$ cat src/rtl/ras_pkg.sv
// ras_pkg: shared definitions for the checkpointed return address stack.
//   RAS_DEPTH_W : pointer width for the default stack depth
//   RAS_CKPT_W  : checkpoint slot index width for the default slot count
//   ras_ckpt_t  : one recovery record {ptr, count, top}
// The record layout follows the package defaults. Overriding the ras_ckpt
// parameters away from these defaults also requires updating this package.
package ras_pkg;

    localparam int RAS_XLEN     = 32;
    localparam int RAS_DEPTH    = 16;
    localparam int RAS_NUM_CKPT = 4;
    localparam int RAS_DEPTH_W  = $clog2(RAS_DEPTH);
    localparam int RAS_CKPT_W   = $clog2(RAS_NUM_CKPT);

    typedef struct packed {
        logic [RAS_DEPTH_W-1:0] ptr;    // next free slot
        logic [RAS_DEPTH_W:0]   count;  // occupancy, 0..DEPTH
        logic [RAS_XLEN-1:0]    top;    // entry at TOS when captured
    } ras_ckpt_t;

endpackage

$ cat src/rtl/ras_ckpt_table.sv
// ras_ckpt_table: NUM_CKPT-entry register file of RAS recovery records.
//   clock, reset     : rising-edge clock, synchronous active-low reset
//   we_i/waddr_i/wdata_i : save port, written at the clock edge
//   raddr_i/rdata_o  : combinational restore port; returns the contents
//                      held before any same-cycle save
module ras_ckpt_table
    import ras_pkg::*;
#(
    parameter int NUM_CKPT = RAS_NUM_CKPT
) (
    input  logic                        clock,
    input  logic                        reset,
    input  logic                        we_i,
    input  logic [$clog2(NUM_CKPT)-1:0] waddr_i,
    input  ras_ckpt_t                   wdata_i,
    input  logic [$clog2(NUM_CKPT)-1:0] raddr_i,
    output ras_ckpt_t                   rdata_o
);

    ras_ckpt_t slot_q [NUM_CKPT];

    assign rdata_o = slot_q[raddr_i];

    always_ff @(posedge clock) begin
        if (!reset) begin
            for (int i = 0; i < NUM_CKPT; i++) slot_q[i] <= '0;
        end else if (we_i) begin
            slot_q[waddr_i] <= wdata_i;
        end
    end

endmodule

$ cat src/rtl/ras_ckpt.sv
// ras_ckpt: checkpointed return address stack for the fetch predictor.
//   clock, reset       : rising-edge clock, synchronous active-low reset
//   push, link_pc      : call predicted; pushes link_pc+4
//   pop                : return predicted
//   return_addr, empty : predicted target (entry at TOS) and count==0
//   ckpt_save(_id)     : capture {ptr, count, top} into a slot
//   ckpt_restore(_id)  : one-cycle repair from a slot; overrides push/pop
module ras_ckpt
    import ras_pkg::*;
#(
    parameter int XLEN     = RAS_XLEN,
    parameter int DEPTH    = RAS_DEPTH,
    parameter int NUM_CKPT = RAS_NUM_CKPT
) (
    input  logic                        clock,
    input  logic                        reset,
    input  logic                        push,
    input  logic                        pop,
    input  logic [XLEN-1:0]             link_pc,
    output logic [XLEN-1:0]             return_addr,
    output logic                        empty,
    input  logic                        ckpt_save,
    input  logic [$clog2(NUM_CKPT)-1:0] ckpt_save_id,
    input  logic                        ckpt_restore,
    input  logic [$clog2(NUM_CKPT)-1:0] ckpt_restore_id
);

    localparam int DW = $clog2(DEPTH);

    logic [XLEN-1:0] mem_q [DEPTH];
    logic [DW-1:0]   ptr_q, ptr_d;
    logic [DW:0]     count_q, count_d;
    logic [DW-1:0]   tos;
    logic            mem_we;
    logic [DW-1:0]   mem_waddr;
    logic [XLEN-1:0] mem_wdata;
    logic [XLEN-1:0] link_addr;
    ras_ckpt_t       save_rec, rest_rec;

    // ptr is DW bits wide, so the subtraction wraps 0 -> DEPTH-1 for free.
    assign tos         = ptr_q - DW'(1);
    assign return_addr = mem_q[tos];
    assign empty       = (count_q == '0);
    assign link_addr   = link_pc + XLEN'(4);

    // Snapshot uses this cycle's pre-update state regardless of other inputs.
    assign save_rec.ptr   = ptr_q;
    assign save_rec.count = count_q;
    assign save_rec.top   = mem_q[tos];

    ras_ckpt_table #(.NUM_CKPT(NUM_CKPT)) u_table (
        .clock   (clock),
        .reset   (reset),
        .we_i    (ckpt_save),
        .waddr_i (ckpt_save_id),
        .wdata_i (save_rec),
        .raddr_i (ckpt_restore_id),
        .rdata_o (rest_rec)
    );

    always_comb begin
        ptr_d     = ptr_q;
        count_d   = count_q;
        mem_we    = 1'b0;
        mem_waddr = ptr_q;
        mem_wdata = link_addr;
        if (ckpt_restore) begin
            // Only the top entry is repaired; deeper entries may be stale.
            ptr_d     = rest_rec.ptr;
            count_d   = rest_rec.count;
            mem_we    = 1'b1;
            mem_waddr = rest_rec.ptr - DW'(1);
            mem_wdata = rest_rec.top;
        end else if (push && pop && !empty) begin
            // Tail call: replace the return target in place.
            mem_we    = 1'b1;
            mem_waddr = tos;
        end else if (push) begin
            // At full the write lands on the oldest entry.
            mem_we  = 1'b1;
            ptr_d   = ptr_q + DW'(1);
            if (count_q != (DW+1)'(DEPTH)) count_d = count_q + (DW+1)'(1);
        end else if (pop && !empty) begin
            ptr_d   = tos;
            count_d = count_q - (DW+1)'(1);
        end
    end

    always_ff @(posedge clock) begin
        if (!reset) begin
            ptr_q   <= '0;
            count_q <= '0;
            for (int i = 0; i < DEPTH; i++) mem_q[i] <= '0;
        end else begin
            ptr_q   <= ptr_d;
            count_q <= count_d;
            if (mem_we) mem_q[mem_waddr] <= mem_wdata;
        end
    end

endmodule

$ cat config.mk
export PLATFORM = sky130hd
export DESIGN_NAME = ras_ckpt
export DESIGN_NICKNAME = d
export VERILOG_FILES = /design/src/rtl/ras_pkg.sv /design/src/rtl/ras_ckpt_table.sv /design/src/rtl/ras_ckpt.sv
export SDC_FILE = /design/constraint.sdc
export NUM_CORES = 1
export LEC_CHECK = 0
export CORE_ASPECT_RATIO = 1.25
export CORE_MARGIN = 2
export CORE_UTILIZATION = 63
export CTS_BUF_LIST = sky130_fd_sc_hd__clkbuf_4
export DETAILED_ROUTE_END_ITERATION = 6
export GPL_TIMING_DRIVEN = 0
export PLACE_DENSITY = 0.9
export SKIP_LAST_GASP = 1
export SLEW_MARGIN = 30
export SYNTH_ARGS = -nofsm -noshare
export SYNTH_HDL_FRONTEND = slang
export SYNTH_SLANG_ARGS = --single-unit
$ cat constraint.sdc
create_clock -name clock -period 6.75 [get_ports clock]
set_input_delay 1.0125 -clock clock [delete_from_list [all_inputs] [get_ports clock]]
set_output_delay 1.0125 -clock clock [all_outputs]
set_load 0.03 [all_outputs]
==> metrics.cfg, run 1 <==
[yosys]
postSynthAreaPerCell_um2 = 13.65
synth_edf_count = 676
synth_ff_type = edfxtp_1
ys_seq_area_share_pct = 64.51
syn-num-nets = 2375
async_flop_share_pct = 0
ys_ff_latch = 685
synth_warnings = 0
synthDistinctLibCells = 63
synth_cells = 2325
synth_area_um2 = 31750

[sta]
fin_crit_sh_pct = 100.3
setup_violations = 1
max_freq_mhz = 147.7
max_slew.worst_pin.slew_ns = 1.081
drv_slew = 0
skew_ns = 0.06018
finalSetupTns_ns = -0.02064
finalWorstSetupSlack_ns = -0.02064
rsz0062_at_grt = true
post-route-min-period_ns = 6.771
slew_headroom_pct = 27.97
finalHoldViolCount = 0

[global_routing]
grt_pass1_vias = 24685
grt_pass1_wl_mm = 145.7
grt_overflow = 0
grt_max_degree = 42
antenna_found_initial = 4
grtUsageTotal_pct = 38.20

[floorplanning]
coreArea_um2 = 50070
die_x_um = 204.8
ios = 75
die_area_um2 = 52210
rows = 92
die_y_um = 255.0
start_util_pct = 63.40

[placement]
portBuffers = 69
place_area_um2 = 34060
dp_hpwl_mm = 67.83
globalplace.congestion = 0.9575

[finish]
final_nets = 2622
drive_gt1_share_pct = 23.14
final_area_um2 = 36130
utilization_pct = 72.15
area_delta_synth_final_pct = 13.79
nFillCells = 2828

[detailed_routing]
firstDrtPassIters = 7
first_iter_violations = 4123
drc = 4
vias = 24237
routed_wl_mm = 97.98
viasPerCell = 7.235
wl_per_cell_um = 29.25
postRouteAntennaNets = 0

[clock_network]
cts_sinks = 685
cts_buffers = 154
hold_buffers = 0
worstSkewPairLatency_ns = 0.91
cts_buffer_depth = 3
cts_root_buffer = clkbuf_4
post_cts_buffers = 0
cts_tree = done
htree_levels = 4
path_clk_slew_ns = 0.07

[critical_path]
crit_type = reg2out
worst_ep_required_time_ns = 5.74
slowest_stage = clkdlybuf4s50_1
path_cells = clkbuf_2 > clkbuf_4 > buf_4 > inv_1 > ha_1 > clkbuf_1 > clkbuf_2 > buf_2 > mux4_2 > nand2_1 > nand2_1 > o21ai_1 > inv_1 > clkdlybuf4s50_1
critical_path.max_stage_delay_ns = 0.62
endpoint_kind = output port
arrival_ns = 5.76
start_kind = flop
cp_max_fo = 10

[job]
drv_cap = 0

[pwr]
p_leak_nw = 12.37
irDropWorstVdd_uv = 146.3
power_density_nw_per_um2 = 314.4
total_power_mw = 11.36

[worst_hold_path]
hold_path_class = reg2reg

[status]
violations = design-rule violations, negative setup slack
status = finished, violations left

synthesized netlist by cell type (4+ instances only):
| library cell | instances | area share (%) |
|---|---|---|
| or4_1 | 5 | 0.12 |
| nand4_1 | 9 | 0.18 |
| o21ai_1 | 4 | 0.063 |
| o31a_1 | 7 | 0.19 |
| xor2_1 | 9 | 0.25 |
| mux2i_1 | 17 | 0.54 |
| nor3_2 | 12 | 0.38 |
| a31o_2 | 4 | 0.11 |
| and3_1 | 22 | 0.43 |
| a21oi_1 | 12 | 0.19 |
| nand3_1 | 51 | 0.80 |
| xnor2_1 | 20 | 0.55 |
| nor2_1 | 167 | 2.0 |
| and2_1 | 8 | 0.16 |
| mux4_2 | 169 | 12 |
| ha_1 | 7 | 0.28 |
| buf_2 | 91 | 1.4 |
| nand2b_1 | 12 | 0.24 |
| clkbuf_1 | 131 | 1.5 |
| o21ai_0 | 52 | 0.82 |
| o31ai_1 | 4 | 0.095 |
| nor4_1 | 6 | 0.12 |
| nor3_1 | 511 | 8.1 |
| nand2_1 | 187 | 2.2 |
| o31ai_4 | 6 | 0.40 |
| dfxtp_1 | 9 | 0.57 |
| edfxtp_1 | 676 | 64 |
| inv_1 | 43 | 0.51 |
| a211oi_1 | 5 | 0.12 |
| buf_1 | 17 | 0.20 |
registers in the layout, indices dropped and copies added, names as in the netlist:
name and cells:
count_q 5, mem_q 512, ptr_q 4, u_table.slot_q 164
critical path, delay by kind of cell (launching register included):
kind	cells	cell delay (ns)
AO/OA/AOI/OAI	1	0.50
adder cells (fa/ha/maj)	1	0.33
buffers and inverters	9	3.13
flip-flops	1	0.35
multiplexers	1	0.39
AND/OR/NAND/NOR	2	0.18
routing by layer:
| metal | global-route usage, % | share of wire [%] | wire (um) |
|---|---|---|---|
| met1 | 41.21 | 28 | 27740 |
| met2 | 62.53 | 49 | 47540 |
| met3 | 12.18 | 14 | 13560 |
| met4 | 29.63 | 9.3 | 9096 |
| met5 | 1.316 | 0.041 | 40 |
repair_timing:
item,in CTS,in global routing
gates resized for setup,41,25
hold endpoints to repair,0,0
endpoints found under the setup margin,32,32
layout by cell type, fill, tap and decap left out, types with 22 or more instances in the layout:
| cell type | netlist | routed |
|---|---|---|
| clkbuf_4 | 0 | 223 |
| nand3_1 | 51 | 51 |
| nor3_1 | 511 | 510 |
| nor2_1 | 167 | 167 |
| inv_1 | 43 | 43 |
| edfxtp_1 | 676 | 676 |
| mux4_2 | 169 | 169 |
| buf_2 | 91 | 95 |
| clkdlybuf4s50_1 | 0 | 69 |
| and3_1 | 22 | 22 |
| o21ai_1 | 4 | 23 |
| clkinv_1 | 1 | 31 |
| nand2_1 | 187 | 183 |
| clkbuf_1 | 131 | 115 |
final cells by class:
class                   count  area [um^2]  area share, %
diodes                      4        10.01        0.02771
plain buffers             242         1074          2.972
clock buffers             221         1659          4.593
clock inverters            51        312.8         0.8659
inverters                  44        165.2         0.4572
multi-input cells        1354        10360          28.67
flip-flops and latches    685        20480          56.69
well taps                 658        823.3          2.279
repair buffers             91         1246          3.450
per-stage QoR:
stage | instances | worst slack (ns) | hold slack (ns)
6_report | 3350 | -0.02064 | 0.6147
5_1_grt | 3348 | -0.03057 | 0.6366
4_1_cts | 3346 | 0.004059 | 0.5960
3_5_place_dp | 3074 | -0.6380 | 0.5457
3_3_place_gp | 3052 | -1.704 | 0.5219
2_1_floorplan | 2325 | 1.052 | 0.4800
power breakdown:
part | switching [mW] | internal (mW) | leakage [nW]
Combinational | 2.09 | 0.903 | 4.12
Sequential | 0.0922 | 4.97 | 7.08
Clock | 1.67 | 1.63 | 1.17
final timing paths:
kind | to | startpoint | slack, ns | depth (start not counted)
hold reg to reg | count_q[3]$_SDFFE_PN0P_ | count_q[3]$_SDFFE_PN0P_ | 0.61 | 2
hold / removal | count_q[3]$_SDFFE_PN0P_ | count_q[3]$_SDFFE_PN0P_ | 0.61 | 2
setup / recovery | return_addr[30] | ptr_q[0]$_SDFFE_PN0P_ | -0.02 | 14
setup reg to reg | mem_q[2][0]$_SDFFCE_PN0P_ | ptr_q[0]$_SDFFE_PN0P_ | 1.72 | 14
cells by family (layout without fill, tap and decap cells):
| logic type | count (synthesis) | in the layout | synth area share, % |
|---|---|---|---|
| buf+inv | 286 | 649 | 3.799 |
| mux | 188 | 188 | 12.60 |
| xor+xnor | 29 | 29 | 0.8001 |
| other cells | 0 | 4 | 0 |
| fa+ha+maj | 8 | 8 | 0.3389 |
| flops | 685 | 685 | 64.51 |
| simple gates | 1003 | 1003 | 15.05 |
| compound gates | 126 | 126 | 2.909 |
Note: power is estimated with default switching activity, not from simulation.
==> inputs of run 2 (changes only) <==
--- a/config.mk
+++ b/config.mk
@@ -13,7 +13,6 @@
 export GPL_TIMING_DRIVEN = 0
 export PLACE_DENSITY = 0.9
 export SKIP_LAST_GASP = 1
-export SLEW_MARGIN = 30
 export SYNTH_ARGS = -nofsm -noshare
 export SYNTH_HDL_FRONTEND = slang
 export SYNTH_SLANG_ARGS = --single-unit
==> run 2 against run 1 <==
The flow finishes with violations (design-rule violations, max-capacitance violations, max-slew violations, negative setup slack). Final area shrank 0.32%. Hold slack worse by 0.036 ns. Count of clock-buffer cells in the layout increased by 12. Utilization fell by 0.23 points. Largest power group unchanged. Highest routed layer is now met4.
==> metrics.cfg, run 2 (synthesis gave the netlist of run 1 again) <==
[critical_path]
ff2ff_path_depth = 14  ; unchanged
start_kind = flop
reg2reg_to = mem_q[8][26]$_SDFFCE_PN0P_
cp_max_fo = 10  ; unchanged
timing.rr.start = ptr_q[0]$_SDFFE_PN0P_
endpoint_kind = output port
r2r_slack_ns = 1.80  ; +0.08 ns
arrival_ns = 5.77  ; about the same
worst_ep_required_time_ns = 5.74  ; about the same
crit_type = reg2out

[sta]
finalSetupTns_ns = -0.07890  ; -0.05826 ns
slew_headroom_pct = -8.731  ; -37 points
max_slew.worst_pin.slew_ns = 1.619  ; +0.5388 ns
finalWorstSetupSlack_ns = -0.03480  ; -0.01417 ns
hold_ws_ns = 0.5789  ; -0.03580 ns
max_freq_mhz = 147.4  ; -0.21%
finalHoldViolCount = 0  ; unchanged
rsz0062_at_grt = true
setup_violations = 4  ; +3
drv_slew = 11  ; +11
fin_crit_sh_pct = 100.5  ; +0.21 points
skew_ns = 0.05579  ; -0.004386 ns
post-route-min-period_ns = 6.785  ; +0.01417 ns

[pwr]
p_leak_nw = 12.31  ; -0.48%
irDropWorstVdd_uv = 145.1  ; -0.84%
power_density_nw_per_um2 = 316.2  ; +0.58%
total_power_mw = 11.39  ; +0.26%

[global_routing]
top_usage_layer = met2
grt_pass1_vias = 24558  ; -0.51%
antenna_found_initial = 2  ; -2
grt_max_degree = 28  ; -33%
grtUsageTotal_pct = 38.04  ; -0.16 points
use_met1_pct = 41.68  ; +0.46 points
met2_usage_pct = 61.94  ; -0.59 points
grt_overflow = 0  ; unchanged
grt_pass1_wl_mm = 144.5  ; -0.81%
met3_usage_pct = 12.16  ; -0.025 points

[floorplanning]
die_x_um = 204.8  ; unchanged
rows = 92  ; unchanged
die_y_um = 255.0  ; unchanged
ios = 75  ; unchanged
coreArea_um2 = 50070  ; unchanged
die_area_um2 = 52210  ; unchanged
start_util_pct = 63.40  ; unchanged

[clock_network]
cts_tree = done
worstSkewPairLatency_ns = 0.94  ; +0.03 ns
cts_sinks = 685  ; unchanged
cts_root_buffer = clkbuf_4
cts_buffers = 156  ; +1.3%
htree_levels = 4  ; unchanged
cts_buffer_depth = 3  ; unchanged
path_clk_slew_ns = 0.07  ; about the same

[detailed_routing]
firstDrtPassIters = 7  ; unchanged
postRouteAntennaNets = 0  ; unchanged
viasPerCell = 7.216  ; -0.26%
wl_per_cell_um = 29.38  ; +0.46%
routed_wl_mm = 98.29  ; +0.31%
drc = 2  ; -2
first_iter_violations = 3961  ; -3.9%
vias = 24139  ; -0.40%

[placement]
globalplace.congestion = 0.9575  ; unchanged
placed_cells = 3072  ; -0.065%
portBuffers = 69  ; unchanged
dp_hpwl_mm = 66.78  ; -1.5%

[finish]
top_regs = mem_q: 512 flops, u_table.slot_q: 164 flops, count_q: 5 flops
final_cell_mix = edfxtp_1, nor3_1, clkbuf_4, nand2_1, mux4_2
largest_reg_flops = 512  ; unchanged
drive_gt1_share_pct = 23.02  ; -0.12 points
final_cell_count_no_fill = 3345  ; -0.15%
area_delta_synth_final_pct = 13.44
final_nets = 2625  ; +0.11%
final-seq-area_um2 = 20480  ; unchanged
multi_input_area_um2 = 10320  ; -0.33%
nFillCells = 2854  ; +0.92%
max_flop_register = mem_q
mostFrequentLayoutCell = edfxtp_1

[status]
status = finished, violations left
violations = design-rule violations, max-capacitance violations, max-slew violations, negative setup slack

[worst_hold_path]
holdCritStartpoint = count_q[3]$_SDFFE_PN0P_
hold_path_class = reg2reg
min_to = count_q[3]$_SDFFE_PN0P_
hold_depth = 2  ; unchanged

[job]
drv_cap = 1  ; +1

==> run 2: changes by cell type in the layout (fill, tap and decap cells not counted), moves of 5 or more <==
cell / before / now
clkbuf_2: 13 / 6
buf_16: 18 / 11
clkbuf_1: 115 / 120
buf_12: 0 / 9
o21ai_2: 12 / 17
clkbuf_4: 223 / 237
clkinv_1: 31 / 24
o21ai_1: 23 / 17
==> run 2: layer usage <==
| metal | wire length, um | up-vias |
|---|---|---|
| met2 | 47190 | 2648 |
| met5 | 0 | - |
| met1 | 28530 | 11285 |
| met4 | 8975 | 0 |
| li1 | - | 9462 |
| met3 | 13600 | 744 |
==> run 2: worst max path at each step <==
stage	start	slack [ns]	to
after floorplan	ckpt_restore_id[0]	1.05	mem_q[11][0]$_SDFFCE_PN0P_
after global placement	ptr_q[0]$_SDFFE_PN0P_	-1.70	mem_q[2][6]$_SDFFCE_PN0P_
after detailed placement	ptr_q[0]$_SDFFE_PN0P_	-0.68	return_addr[31]
after CTS	ptr_q[0]$_SDFFE_PN0P_	0.005	return_addr[3]
after global routing	ptr_q[0]$_SDFFE_PN0P_	-0.13	return_addr[17]
final	ptr_q[0]$_SDFFE_PN0P_	-0.03	return_addr[17]
==> run 2: layout make-up <==
type                            instances  share of cell area, %
Tap cell                              658                  2.286
Antenna cell                            2                0.01390
Multi-Input combinational cell       1354                  28.66
Buffer                                242                  2.971
Clock inverter                         35                 0.5663
Clock buffer                          233                  4.857
Sequential cell                       685                  56.87
Inverter                               44                 0.4586
Timing Repair Buffer                   92                  3.315
==> run 2: worst max-delay path: stages (launching register included) <==
cell	delay [ns]
dfxtp_1	0.35
clkbuf_2	0.37
clkbuf_4	0.40
buf_4	0.33
inv_1	0.21
ha_1	0.32
clkbuf_1	0.31
clkbuf_2	0.36
buf_2	0.35
mux4_2	0.34
nand2_1	0.14
nand2_1	0.08
o21ai_1	0.52
inv_1	0.15
clkdlybuf4s50_1	0.63
==> run 2: stage by stage <==
step / area (um^2) / worst slack [ns] / util [%]
after floorplan: 31750 / 1.052 / -
after global placement: 33260 / -1.704 / 66.42
after detailed placement: 33930 / -0.6760 / 67.77
after CTS: 35930 / 0.005484 / 71.75
after global routing: 36010 / -0.1281 / 71.91
final: 36010 / -0.03480 / 71.92
==> run 2: repair_timing <==
item / in CTS / in global routing
endpoints found under the setup margin: 32 / 32
resized for setup: 42 / 33
buffers inserted: 0 / 2
hold buffers: 0 / 0
==> run 2: power by group <==
part | switching, mW | leakage [nW] | internal (mW)
combinational | 2.08 | 4.07 | 0.905
clock | 1.69 | 1.16 | 1.65
sequential | 0.0901 | 7.08 | 4.97
